[src/rtl/instr_decode_stage.sv]
// Registered RV32I/RV64I decode stage. The instruction word is decoded
// before capture, and the decoded fields are stored behind a valid/ready
// handshake. A main+skid register pair keeps the stage running at full
// rate under back-pressure. A saturating counter tallies illegal encodings.
module instr_decode_stage #(
    parameter int XLEN      = 32,   // immediate width, 32 or 64
    parameter int PC_WIDTH  = 32,
    parameter int CNT_WIDTH = 8
) (
    input  logic                 clk,
    input  logic                 reset_n,
    input  logic                 flush,
    input  logic                 in_valid,
    output logic                 in_ready,
    input  logic [31:0]          in_instr,
    input  logic [PC_WIDTH-1:0]  in_pc,
    output logic                 out_valid,
    input  logic                 out_ready,
    output logic [PC_WIDTH-1:0]  out_pc,
    output logic [6:0]           out_opcode,
    output logic [4:0]           out_rd,
    output logic [2:0]           out_funct3,
    output logic [4:0]           out_rs1,
    output logic [4:0]           out_rs2,
    output logic [6:0]           out_funct7,
    output logic [2:0]           out_type,
    output logic [XLEN-1:0]      out_imm,
    output logic [CNT_WIDTH-1:0] illegal_count
);

    typedef enum logic [1:0] {
        EMPTY = 2'd0,   // nothing held
        FULL1 = 2'd1,   // main holds an entry
        FULL2 = 2'd2    // main and skid both hold entries
    } state_t;

    localparam logic [2:0] TYPE_R       = 3'd0;
    localparam logic [2:0] TYPE_I       = 3'd1;
    localparam logic [2:0] TYPE_S       = 3'd2;
    localparam logic [2:0] TYPE_B       = 3'd3;
    localparam logic [2:0] TYPE_U       = 3'd4;
    localparam logic [2:0] TYPE_J       = 3'd5;
    localparam logic [2:0] TYPE_ILLEGAL = 3'd7;

    state_t                state_reg, state_next;
    logic                  in_ready_reg;

    // Main entry drives the outputs; skid catches one entry while stalled.
    logic [31:0]           main_instr_reg, skid_instr_reg;
    logic [PC_WIDTH-1:0]   main_pc_reg, skid_pc_reg;
    logic [2:0]            main_type_reg, skid_type_reg;
    logic [XLEN-1:0]       main_imm_reg, skid_imm_reg;
    logic [CNT_WIDTH-1:0]  cnt_reg;

    logic [2:0]            dec_type;
    logic [31:0]           dec_imm32;
    logic [XLEN-1:0]       dec_imm;
    logic                  accept;
    logic                  load_main_new;
    logic                  load_skid;
    logic                  move_skid;
    logic                  cnt_inc;

    assign accept = in_valid && in_ready_reg;

    // Classify the incoming word and assemble its 32-bit immediate.
    always_comb begin
        dec_type  = TYPE_ILLEGAL;
        dec_imm32 = 32'd0;
        case (in_instr[6:0])
            7'b0110011: dec_type = TYPE_R;
            7'b0010011, 7'b0000011, 7'b1100111, 7'b0001111, 7'b1110011: begin
                dec_type  = TYPE_I;
                dec_imm32 = {{20{in_instr[31]}}, in_instr[31:20]};
            end
            7'b0100011: begin
                dec_type  = TYPE_S;
                dec_imm32 = {{20{in_instr[31]}}, in_instr[31:25], in_instr[11:7]};
            end
            7'b1100011: begin
                dec_type  = TYPE_B;
                dec_imm32 = {{19{in_instr[31]}}, in_instr[31], in_instr[7],
                             in_instr[30:25], in_instr[11:8], 1'b0};
            end
            7'b0110111, 7'b0010111: begin
                dec_type  = TYPE_U;
                dec_imm32 = {in_instr[31:12], 12'd0};
            end
            7'b1101111: begin
                dec_type  = TYPE_J;
                dec_imm32 = {{11{in_instr[31]}}, in_instr[31], in_instr[19:12],
                             in_instr[20], in_instr[30:21], 1'b0};
            end
            default: begin
                dec_type  = TYPE_ILLEGAL;
                dec_imm32 = 32'd0;
            end
        endcase
        // Bit 31 of every format's immediate is instr[31] (or 0), so a
        // signed widening gives the required sign extension to XLEN.
        dec_imm = XLEN'($signed(dec_imm32));
    end

    // Buffer state machine: next state and register load selects.
    always_comb begin
        state_next    = state_reg;
        load_main_new = 1'b0;
        load_skid     = 1'b0;
        move_skid     = 1'b0;
        case (state_reg)
            EMPTY: begin
                if (accept) begin
                    load_main_new = 1'b1;
                    state_next    = FULL1;
                end
            end
            FULL1: begin
                if (out_ready) begin
                    if (accept) begin
                        load_main_new = 1'b1;
                    end else begin
                        state_next = EMPTY;
                    end
                end else if (accept) begin
                    load_skid  = 1'b1;
                    state_next = FULL2;
                end
            end
            FULL2: begin
                if (out_ready) begin
                    move_skid  = 1'b1;
                    state_next = FULL1;
                end
            end
            default: state_next = EMPTY;
        endcase
        // Flush overrides every transfer; the held data is simply abandoned.
        if (flush) begin
            state_next    = EMPTY;
            load_main_new = 1'b0;
            load_skid     = 1'b0;
            move_skid     = 1'b0;
        end
    end

    // Illegal entries count only if they are really kept (not flushed).
    assign cnt_inc = accept && !flush && (dec_type == TYPE_ILLEGAL) && (cnt_reg != '1);

    // State, ready flag and counter.
    always_ff @(posedge clk or negedge reset_n) begin
        if (!reset_n) begin
            state_reg    <= EMPTY;
            in_ready_reg <= 1'b1;
            cnt_reg      <= '0;
        end else begin
            state_reg    <= state_next;
            in_ready_reg <= (state_next != FULL2);
            if (cnt_inc) begin
                cnt_reg <= cnt_reg + 1'b1;
            end
        end
    end

    // Main entry: loaded from the decoder or from the skid register.
    always_ff @(posedge clk or negedge reset_n) begin
        if (!reset_n) begin
            main_instr_reg <= '0;
            main_pc_reg    <= '0;
            main_type_reg  <= '0;
            main_imm_reg   <= '0;
        end else if (load_main_new) begin
            main_instr_reg <= in_instr;
            main_pc_reg    <= in_pc;
            main_type_reg  <= dec_type;
            main_imm_reg   <= dec_imm;
        end else if (move_skid) begin
            main_instr_reg <= skid_instr_reg;
            main_pc_reg    <= skid_pc_reg;
            main_type_reg  <= skid_type_reg;
            main_imm_reg   <= skid_imm_reg;
        end
    end

    // Skid entry: catches the word accepted while main is stalled.
    always_ff @(posedge clk or negedge reset_n) begin
        if (!reset_n) begin
            skid_instr_reg <= '0;
            skid_pc_reg    <= '0;
            skid_type_reg  <= '0;
            skid_imm_reg   <= '0;
        end else if (load_skid) begin
            skid_instr_reg <= in_instr;
            skid_pc_reg    <= in_pc;
            skid_type_reg  <= dec_type;
            skid_imm_reg   <= dec_imm;
        end
    end

    assign in_ready      = in_ready_reg;
    assign out_valid     = (state_reg != EMPTY);
    assign out_pc        = main_pc_reg;
    assign out_opcode    = main_instr_reg[6:0];
    assign out_rd        = main_instr_reg[11:7];
    assign out_funct3    = main_instr_reg[14:12];
    assign out_rs1       = main_instr_reg[19:15];
    assign out_rs2       = main_instr_reg[24:20];
    assign out_funct7    = main_instr_reg[31:25];
    assign out_type      = main_type_reg;
    assign out_imm       = main_imm_reg;
    assign illegal_count = cnt_reg;

endmodule

[config.mk]
export PLATFORM = sky130hd
export DESIGN_NAME = instr_decode_stage
export DESIGN_NICKNAME = d
export VERILOG_FILES = /design/src/rtl/instr_decode_stage.sv
export SDC_FILE = /design/constraint.sdc
export NUM_CORES = 1
export LEC_CHECK = 0
export ABC_AREA = 1
export BUFFER_PORTS_ARGS = -buffer_cell sky130_fd_sc_hd__buf_2
export CAP_MARGIN = 20
export CORE_ASPECT_RATIO = 1.25
export CORE_MARGIN = 2
export CORE_UTILIZATION = 40
export CTS_CLUSTER_SIZE = 24
export DETAILED_ROUTE_END_ITERATION = 8
export RECOVER_POWER = 50
export SETUP_SLACK_MARGIN = 0.15
export SYNTH_ARGS = -nofsm -noshare
export SYNTH_HDL_FRONTEND = slang
export SYNTH_SLANG_ARGS = --single-unit
[constraint.sdc]
create_clock -name clk -period 1.6 [get_ports clk]
set_input_delay 0.08 -clock clk [delete_from_list [all_inputs] [get_ports clk]]
set_output_delay 0.08 -clock clk [all_outputs]
set_load 0.02 [all_outputs]
==> results by group, run 1 <==
Status
  • Status: finished, violations left
  • Failing checks: negative setup slack

Timing
  • Crit share post-route: 1.04
  • Final Hold Vio Count: 0
  • Final Skew: 0.0132 ns
  • Max Slew Vio Count: 0
  • Max-slew headroom: 0.150
  • Fin crit period: 1.66 ns
  • Final setup viols: 64
  • Fmax: 0.602 GHz
  • Hold WS: 0.0486 ns
  • Final setup margin: -0.0605 ns
  • Worst-margin pin slew: 1.28 ns
  • RSZ-0062 raised after global routing: yes

Yosys
  • Post-synthesis sequential area ratio: 0.550
  • Number of enable flip-flop cells after synthesis: 0
  • Distinct cell type count after synthesis: 33
  • Largest area contributor in the netlist: dfrtp_1
  • Synth warn: 0
  • Mapped cell area: 0.00951 sq mm
  • Top-count cell post-synth: nand2_1
  • Post-synth top flop: dfrtp_1
  • Syn_area_per_cell: 8.32 sq um
  • Mapped Cells: 1142
  • Post-synth top area share: 0.548
  • Area contributors post-synth: dfrtp_1, nand2_1, o21ai_0, inv_1, a21oi_1
  • FF+latch count, synth: 209
  • Post-synth ARST share: 1.00
  • Synth top cells by count: nand2_1, dfrtp_1, inv_1, o21ai_0, a21oi_1
  • Net Count, Synth: 1212

Detailed routing
  • Top sig layer: met4
  • DR DRC count: 0
  • Via density: 5.00
  • Post-DRT Antenna Nets: 0
  • DR WL/cell: 16.6 um
  • 1st-pass router iterations: 5
  • Met2 Wirelength: 14300 um
  • DRT iter0 DRCs: 519
  • M1 WL: 12200 um
  • Vias: 8680
  • Routed wl met3: 1780 um
  • Total wire length: 28900 um

CTS
  • TritonCTS clock tree: done
  • TritonCTS Buffers: 23
  • Clock Tree Root: clkbuf_16
  • TritonCTS Sinks: 209
  • Skew-Pair Late Insertion Delay: 0.51 ns
  • Clock buffer depth: 3
  • Htree depth: 1
  • Clock-pin slew on the worst setup and hold paths: 0.06 ns

GRT
  • Largest net degree at the start of global routing: 56
  • Antenna violations before repair: 0
  • Vias in the first global route: 8441
  • First-pass GRT wire length: 44700 um
  • Total track usage: 0.223
  • GR Overflow Total: 0

Worst setup path
  • Cell family with most CP delay: flip-flops
  • Crit path DAT: 2.06 ns
  • Crit path launch type: register
  • Critical path endpoint category: register
  • CP max stage delay: 0.53 ns
  • Setup slack, reg-to-reg: -0.06 ns
  • FF-to-FF End: out_pc[7]$_DFFE_PN0P_
  • RR Startpoint: in_ready$_DFF_PN1_
  • CP max-delay cell: dfstp_2
  • CP Launch Point: in_ready$_DFF_PN1_
  • Critical path cell sequence: nand2_2 -> nor2_4 -> nand3_4 -> clkinv_4 -> buf_12 -> a21oi_1 -> a21oi_1 -> inv_1
  • Required time worst endpoint: 2.00 ns
  • CP dominant cell by count: a21oi_1
  • Reg2reg path depth: 8
  • Worst path bufs/invs: 3
  • Crit path max fanout: 12
  • WS Path Type: reg2reg

Cells and area
  • Nets@finish: 1498
  • Layout cells sized above 1: 0.251
  • Final Cell Area: 0.0133 sq mm
  • Area grow syn2layout: 39.5%
  • Number of antenna diodes: 0
  • Post-route insts no fill: 1737

Place
  • RD Place Congestion: 0.820
  • DP Wirelength: 18100 um
  • Post-DP Area: 0.0112 sq mm
  • Dpl cells: 1605
  • PortBufs: 177

Floorplan
  • Number of cell rows: 63
  • Core Area: 0.0236 sq mm
  • Initial Utilization: 0.403
  • Die area: 0.0250 sq mm
  • Die span in x: 142 um
  • Die Ht: 176 um
  • I/O pins: 178

Min path
  • Hold Path Cell Cnt: 4
  • Hold_sp: in_instr[6]
  • Min-delay worst type: in2reg
  • Hold Path End: skid_imm_reg[0]$_DFFE_PN0P_

Power and ir drop
  • Maximum VDD drop: 0.747 mV
  • Leakage power: 6.91 nW
  • P per Cell Area: 1170 mW/mm^2

Run
  • Max-cap viol count: 0
==> metrics by stage <==
step                      power, W  setup slack [ns]  utilization  setup TNS, ns
final                       0.0155           -0.0605        0.563          -1.37
after global routing        0.0164            -0.168        0.563         -16.24
after CTS                   0.0155           -0.0462        0.548          -1.21
after detailed placement   0.00988           -0.0925        0.474          -4.39
after global placement     0.00980           -0.0652        0.474          -2.04
after floorplan            0.00865           0.00710            -              0
==> tightest hold or removal path: stages <==
cell and delay (ns):
buf_2 0.13, nor2_1 0.09, nand3_1 0.13, a31oi_1 0.09
==> routing by layer <==
| layer | up-vias | track usage |
|---|---|---|
| met4 | 0 | 0.0600 |
| met1 | 4142 | 0.287 |
| li1 | 4250 | - |
| met2 | 244 | 0.389 |
| met3 | 44 | 0.0372 |
| met5 | - | 0 |
==> report_power, final <==
group | total (W) | switching (W) | internal [W]
logic | 0.00338 | 0.00204 | 0.00134
clock network | 0.00533 | 0.00217 | 0.00316
registers | 0.00682 | 0.000515 | 0.00631
==> placed cells by master, fill, tap and decap left out, types with 5 or more instances in the layout <==
cell           instances
nand2_2               20
inv_1                149
a31o_1                 5
clkbuf_16             32
inv_2                  9
clkbuf_1               5
nand2_1              327
clkinv_2               6
a22o_1                22
dlygate4sd3_1         67
nand4_1               21
a21oi_1               80
o211ai_1              11
buf_6                  8
dfrtp_1              207
buf_4                 38
nor2_1                13
o21ai_1               45
o21ai_0               75
nand3_1               39
o221ai_1               9
o21ai_2                9
buf_2                175
buf_12                22
==> worst max path at each step <==
stage | end | slack [ns] | depth (start not counted)
floorplan | skid_type_reg[1]$_DFFE_PN0P_ | 0.007 | 9
global placement | skid_instr_reg[19]$_DFFE_PN0P_ | -0.07 | 7
global route | out_pc[7]$_DFFE_PN0P_ | -0.17 | 9
detailed placement | skid_instr_reg[19]$_DFFE_PN0P_ | -0.09 | 7
finish | out_pc[7]$_DFFE_PN0P_ | -0.06 | 8
CTS | skid_instr_reg[7]$_DFFE_PN0P_ | -0.05 | 10
==> layout make-up <==
cell class              count  area (sq um)
inverters                 161           619
flip-flops and latches    209          5230
clock inverters            10           106
repair buffers            327          2750
fillers                  2108         10300
multi-input cells         706          3530
clock buffers              32           649
well taps                 292           365
==> cell families after synthesis <==
kind of cell	share of synthesized area
AO/OA/AOI/OAI	0.154
adder cells (fa/ha/maj)	0.00132
flip-flops	0.550
AND/OR/NAND/NOR	0.193
XOR/XNOR	0.00461
buffers and inverters	0.0965
==> repair_timing <==
| action | 4_1_cts | 5_1_grt |
|---|---|---|
| buffers inserted | 5 | 5 |
| endpoints found under the setup margin | 209 | 209 |
| resized for setup | 78 | 48 |
| hold buffers | 66 | 1 |
| gates cloned | 4 | 9 |
| hold endpoints to repair | 379 | 3 |
| pin swaps | 10 | 7 |
Note: power is estimated with default switching activity, not from simulation.
==> inputs of run 2 (changes only) <==
- HOLD_SLACK_MARGIN: default -> 0.08
- PLACE_DENSITY: default -> 0.7
==> results by group, run 2 (synthesis gave the netlist of run 1 again) <==
Status
  • Status: finished, violations left
  • Failing checks: negative setup slack

GRT
  • Vias in the first global route: 8896 (+5.4%)
  • GR Overflow Total: 0 (unchanged)
  • First-pass GRT wire length: 46000 um (+3.0%)
  • Largest net degree at the start of global routing: 63 (+13%)
  • Antenna violations before repair: 2 (+2)
  • Total track usage: 0.229 (+0.00632)

Place
  • PortBufs: 177 (unchanged)
  • RD Place Congestion: 0.840 (+2.5%)
  • DP Wirelength: 17900 um (-0.97%)

Timing
  • Final Hold Vio Count: 0 (unchanged)
  • RSZ-0062 raised after global routing: yes
  • Max Slew Vio Count: 0 (unchanged)
  • Crit share post-route: 1.07 (+0.0352)
  • Fin crit period: 1.72 ns (+0.0564 ns)
  • Worst-margin pin slew: 1.10 ns (-0.178 ns)
  • Final setup viols: 146 (+130%)
  • Final Skew: 0.0193 ns (+0.00614 ns)
  • Final setup margin: -0.117 ns (-0.0564 ns)
  • Hold WS: 0.224 ns (+0.175 ns)
  • Total Neg Setup Slack: -7.44 ns (-6.08 ns)
  • Fmax: 0.582 GHz (-3.3%)
  • Max-slew headroom: 0.269 (+0.119)

Power and ir drop
  • Leakage power: 7.51 nW (+8.7%)
  • Maximum VDD drop: 0.926 mV (+24%)
  • P per Cell Area: 1100 mW/mm^2 (-5.9%)

Worst setup path
  • Worst path bufs/invs: 4 (+1)
  • Critical path cell sequence: nand2_4 -> nor2_4 -> inv_2 -> nor3_4 -> buf_12 -> buf_12 -> clkbuf_16 -> nand2_4 -> o21ai_1
  • WS Path Type: reg2reg
  • Required time worst endpoint: 2.02 ns (+0.02 ns)
  • Cell family with most CP delay: buffers and inverters
  • Crit path launch type: register
  • CP max-delay cell: dfstp_2
  • Crit path DAT: 2.13 ns (+0.07 ns)
  • CP max stage delay: 0.55 ns (+0.02 ns)
  • Critical path endpoint category: register
  • Crit path max fanout: 8 (-4)

CTS
  • TritonCTS Sinks: 209 (unchanged)
  • Htree depth: 1 (unchanged)
  • Skew-Pair Late Insertion Delay: 0.51 ns (about the same)
  • Clock buffer depth: 3 (unchanged)
  • Clock Tree Root: clkbuf_16
  • TritonCTS Buffers: 23 (unchanged)
  • Clock-pin slew on the worst setup and hold paths: 0.06 ns (about the same)
  • TritonCTS clock tree: done

Cells and area
  • Area grow syn2layout: 50.7%
  • Nets@finish: 1518 (+1.3%)
  • Most frequent cells in the layout: nand2_1, dfrtp_1, buf_2
  • Layout cells sized above 1: 0.355 (+0.105)
  • Most common cell after layout, fill and taps aside: nand2_1

Floorplan
  • Core Area: 0.0236 sq mm (unchanged)
  • Number of cell rows: 63 (unchanged)
  • Die area: 0.0250 sq mm (unchanged)
  • Die span in x: 142 um (unchanged)
  • Die Ht: 176 um (unchanged)
  • Initial Utilization: 0.403 (unchanged)
  • I/O pins: 178 (unchanged)

Detailed routing
  • DR DRC count: 0 (unchanged)
  • Via density: 5.28 (+5.7%)
  • 1st-pass router iterations: 7 (+2)
  • Total wire length: 32000 um (+11%)
  • DRT iter0 DRCs: 729 (+40%)
  • DR WL/cell: 18.3 um (+9.8%)
  • Post-DRT Antenna Nets: 0 (unchanged)
  • Vias: 9245 (+6.5%)

Run
  • Max-cap viol count: 0 (unchanged)

Min path
  • Min-delay worst type: in2reg
-- run 2: cell count changes in the layout (fill, tap and decap cells not counted), moves of 7 or more --
cell | before | now
clkbuf_16 | 32 | 43
nand2_4 | 3 | 37
o21ai_2 | 9 | 38
o21ai_0 | 75 | 28
buf_6 | 8 | 16
nand2_1 | 327 | 240
a21oi_1 | 80 | 64
a21oi_2 | 0 | 15
buf_4 | 38 | 30
nand2_2 | 20 | 73
buf_8 | 3 | 10
o21ai_1 | 45 | 61
-- run 2: repair_timing --
| item | 4_1_cts | 5_1_grt |
|---|---|---|
| gates cloned | 5 | 26 |
| hold buffers | 69 | 1 |
| pin swaps | 11 | 59 |
| endpoints found under the setup margin | 209 | 229 |
| endpoints found under the hold margin | 402 | 4 |
| gates resized for setup | 70 | 320 |
| buffers inserted | 4 | 9 |
-- run 2: worst reg2reg max path, stage by stage, from the launching register on --
cell and delay [ns]:
dfstp_2 0.55, nand2_4 0.05, nor2_4 0.16, inv_2 0.06
nor3_4 0.16, buf_12 0.19, buf_12 0.18, clkbuf_16 0.17
nand2_4 0.04, o21ai_1 0.07
-- run 2: path summary, 6_finish.rpt --
kind | startpoint | cells past startpoint | to | slack (ns)
max in group asynchronous | reset_n | 3 | illegal_count[0]$_DFFE_PN0P_ | 0.27
hold reg to reg | skid_imm_reg[30]$_DFFE_PN0P_ | 2 | skid_imm_reg[30]$_DFFE_PN0P_ | 0.48
min in group asynchronous | reset_n | 3 | out_imm[16]$_DFFE_PN0P_ | 0.48
setup reg to reg | in_ready$_DFF_PN1_ | 9 | skid_pc_reg[24]$_DFFE_PN0P_ | -0.12
hold / removal | out_ready | 5 | main_instr_reg[20]$_DFFE_PN0P_ | 0.22
setup / recovery | in_ready$_DFF_PN1_ | 9 | skid_pc_reg[24]$_DFFE_PN0P_ | -0.12
-- run 2: report_power, final --
part	internal (W)	switching [W]	leakage [nW]	total [W]
logic	0.00156	0.00230	4.55	0.00386
clock network	0.00300	0.00206	0.343	0.00505
registers	0.00631	0.000577	2.61	0.00689
-- run 2: layout make-up --
type / instances / area, sq um
Fill cell: 1852 / 9240
Sequential cell: 209 / 5230
Multi-Input combinational cell: 707 / 4200
Timing Repair Buffer: 346 / 3180
Clock buffer: 33 / 663
Inverter: 161 / 643
Tap cell: 292 / 365
Clock inverter: 2 / 35.0
Antenna cell: 1 / 2.50
-- run 2: routing by layer --
metal | up-vias | share of wire | GRT usage
met5 | - | 0.00034 | 0
met2 | 398 | 0.50 | 0.391
met4 | 2 | 0.040 | 0.0913
met1 | 4468 | 0.38 | 0.289
met3 | 76 | 0.071 | 0.0410
li1 | 4301 | - | -
-- run 2: metrics by stage --
step                power (W)  utilization  area [sq um]  setup slack (ns)  instances
finish                 0.0158        0.608         14300            -0.117       1751
global route           0.0166        0.608         14300            -0.179       1751
CTS                    0.0153        0.546         12900           -0.0592       1714
detailed placement    0.00988        0.473         11200            -0.106       1601
global placement      0.00977        0.473         11200           -0.0329       1601
floorplan             0.00865            -          9620           0.00710       1142
==> inputs of run 3 (changes only) <==
--- a/config.mk
+++ b/config.mk
@@ -18,4 +18,5 @@
 export RECOVER_POWER = 50
 export SETUP_SLACK_MARGIN = 0.15
+export SLEW_MARGIN = 20
 export SYNTH_ARGS = -nofsm -noshare
 export SYNTH_HDL_FRONTEND = slang
==> constraint.sdc (replaced) <==
create_clock -name clk -period 1.6 [get_ports clk]
set_input_delay 0.08 -clock clk [delete_from_list [all_inputs] [get_ports clk]]
set_output_delay 0.08 -clock clk [all_outputs]
set_load 0.01 [all_outputs]
==> results by group, run 3 (synthesis gave the netlist of run 1 again) <==
CTS
  • TritonCTS Buffers: 23 (unchanged)
  • Clock-pin slew on the worst setup and hold paths: 0.06 ns (about the same)
  • Htree depth: 1 (unchanged)
  • Clock buffer depth: 3 (unchanged)
  • Skew-Pair Late Insertion Delay: 0.53 ns (+0.02 ns)
  • TritonCTS Sinks: 209 (unchanged)
  • Clock Tree Root: clkbuf_16
  • TritonCTS clock tree: done

Detailed routing
  • DRT iter0 DRCs: 812 (+11%)
  • Via density: 5.31 (+0.49%)
  • 1st-pass router iterations: 6 (-1)
  • DR WL/cell: 18.2 um (-0.59%)
  • DR DRC count: 0 (unchanged)
  • Total wire length: 32000 um (-0.13%)
  • Post-DRT Antenna Nets: 0 (unchanged)
  • Vias: 9333 (+0.95%)

Worst setup path
  • RR Startpoint: in_ready$_DFF_PN1_
  • Crit path DAT: 2.20 ns (+0.07 ns)
  • Critical path endpoint category: register
  • FF-to-FF End: out_pc[6]$_DFFE_PN0P_
  • Setup slack, reg-to-reg: -0.15 ns (-0.03 ns)
  • Reg2reg path depth: 10 (+1)
  • Crit path launch type: register
  • WS Path Type: reg2reg
  • Required time worst endpoint: 2.05 ns (+0.03 ns)
  • Crit path max fanout: 21 (+13)

Place
  • Post-DP Area: 0.0111 sq mm (about the same)
  • PortBufs: 177 (unchanged)
  • RD Place Congestion: 0.853 (+1.5%)
  • DP Wirelength: 18100 um (+0.88%)
  • Dpl cells: 1601 (unchanged)

Floorplan
  • Core Area: 0.0236 sq mm (unchanged)
  • I/O pins: 178 (unchanged)
  • Initial Utilization: 0.403 (unchanged)
  • Die area: 0.0250 sq mm (unchanged)
  • Number of cell rows: 63 (unchanged)
  • Die Ht: 176 um (unchanged)
  • Die span in x: 142 um (unchanged)

Timing
  • Final Hold Vio Count: 0 (unchanged)
  • Final Skew: 0.00917 ns (-0.0102 ns)
  • Max Slew Vio Count: 0 (unchanged)
  • Total Neg Setup Slack: -9.21 ns (-1.77 ns)
  • Fmax: 0.572 GHz (-1.7%)
  • Crit share post-route: 1.09 (+0.0187)
  • Fin crit period: 1.75 ns (+0.0300 ns)
  • Final setup margin: -0.147 ns (-0.0300 ns)
  • RSZ-0062 raised after global routing: yes
  • Hold WS: 0.0988 ns (-0.125 ns)
  • Final setup viols: 172 (+18%)
  • Worst-margin pin slew: 0.854 ns (-0.243 ns)
  • Max-slew headroom: 0.431 (+0.162)

Min path
  • Hold Path End: skid_instr_reg[6]$_DFFE_PN0P_
  • Hold_sp: in_instr[6]
  • Min-delay worst type: in2reg
  • Hold Path Cell Cnt: 4 (-1)

Cells and area
  • Final core occ: 0.606 (-0.00228)
  • Post-route insts no fill: 1759 (+0.46%)
  • Layout cells sized above 1: 0.343 (-0.0124)
  • Most common cell after layout, fill and taps aside: nand2_1
  • Nets@finish: 1520 (+0.13%)
  • Most frequent cells in the layout: nand2_1, dfrtp_1, buf_2
  • Number of antenna diodes: 0 (-1)
  • Fillcell total: 1858 (+0.32%)
  • Area grow syn2layout: 50.2%
  • Final Cell Area: 0.0143 sq mm (-0.38%)

Power and ir drop
  • Maximum VDD drop: 0.877 mV (-5.3%)
  • P per Cell Area: 1100 mW/mm^2 (-0.39%)
  • Leakage power: 7.56 nW (+0.73%)

GRT
  • Total track usage: 0.227 (-0.00197)
  • GR Overflow Total: 0 (unchanged)
  • First-pass GRT wire length: 46000 um (about the same)
  • Vias in the first global route: 8976 (+0.90%)
  • Largest net degree at the start of global routing: 60 (-4.8%)
  • Antenna violations before repair: 0 (-2)

Status
  • Failing checks: negative setup slack
  • Status: finished, violations left

Run
  • Max-cap viol count: 0 (unchanged)
-- run 3: changes by cell type in the layout (fill, tap and decap cells not counted), moves of 6 or more --
| cell | before | now |
|---|---|---|
| a21oi_1 | 64 | 58 |
| a21oi_2 | 15 | 22 |
| buf_4 | 30 | 24 |
| clkinv_2 | 1 | 7 |
| nand2_1 | 240 | 248 |
| nand3_1 | 34 | 40 |
| o21ai_0 | 28 | 22 |
| o21ai_1 | 61 | 78 |
| o21ai_2 | 38 | 28 |
-- run 3: metal layers --
metal	wire length, um	vias to the layer above	global-route usage
li1	-	4322	-
met4	1110	0	0.0771
met3	2330	95	0.0469
met1	12400	4538	0.283
met2	16100	378	0.393
met5	0	-	0
-- run 3: worst max path at each step --
stage	startpoint	to	slack (ns)	cells past startpoint
4_1_cts	in_ready$_DFF_PN1_	skid_instr_reg[12]$_DFFE_PN0P_	-0.05	9
6_report	in_ready$_DFF_PN1_	out_pc[6]$_DFFE_PN0P_	-0.15	10
5_1_grt	in_ready$_DFF_PN1_	main_instr_reg[29]$_DFFE_PN0P_	-0.21	10
3_5_place_dp	state_reg[0]$_DFF_PN0_	out_pc[19]$_DFFE_PN0P_	-0.11	7
2_1_floorplan	in_ready$_DFF_PN1_	skid_type_reg[1]$_DFFE_PN0P_	0.05	9
3_3_place_gp	state_reg[0]$_DFF_PN0_	out_pc[20]$_DFFE_PN0P_	-0.04	7
-- run 3: what timing repair did --
| action | CTS | global route |
|---|---|---|
| cloned | 8 | 20 |
| pin swaps | 18 | 65 |
| endpoints found under the setup margin | 207 | 210 |
| setup buffers | 13 | 5 |
| resized for setup | 108 | 250 |
| hold endpoints to repair | 401 | 2 |
| hold buffers | 68 | 2 |
-- run 3: layout make-up --
class                      count  area, sq um  share of cell area
clock buffer                  32          649              0.0455
clock inverter                10          104             0.00727
inverter                     161          632              0.0443
multi-input combinational    707         4070               0.285
sequential                   209         5230               0.367
tap                          292          365              0.0256
timing repair buffer         348         3230               0.226
-- run 3: critical path, stage by stage, from the launching register on --
cell and delay [ns]:
dfstp_2 0.56, nand2_4 0.06, nor2_4 0.11, buf_6 0.12, nand3_4 0.13, clkinv_8 0.16, buf_12 0.17, a21oi_1 0.07
a21oi_2 0.15, a21oi_2 0.05, inv_1 0.09
-- run 3: through the flow --
step	setup WS [ns]	power [W]
6_report	-0.147	0.0157
5_1_grt	-0.214	0.0164
4_1_cts	-0.0478	0.0152
3_5_place_dp	-0.113	0.00954
3_3_place_gp	-0.0387	0.00944
2_1_floorplan	0.0546	0.00831
-- run 3: where the power goes --
part	switching, W	leakage, nW	internal, W	total [W]
sequential	0.000547	2.62	0.00631	0.00685
clock	0.00223	0.378	0.00316	0.00538
combinational	0.00191	4.57	0.00153	0.00344
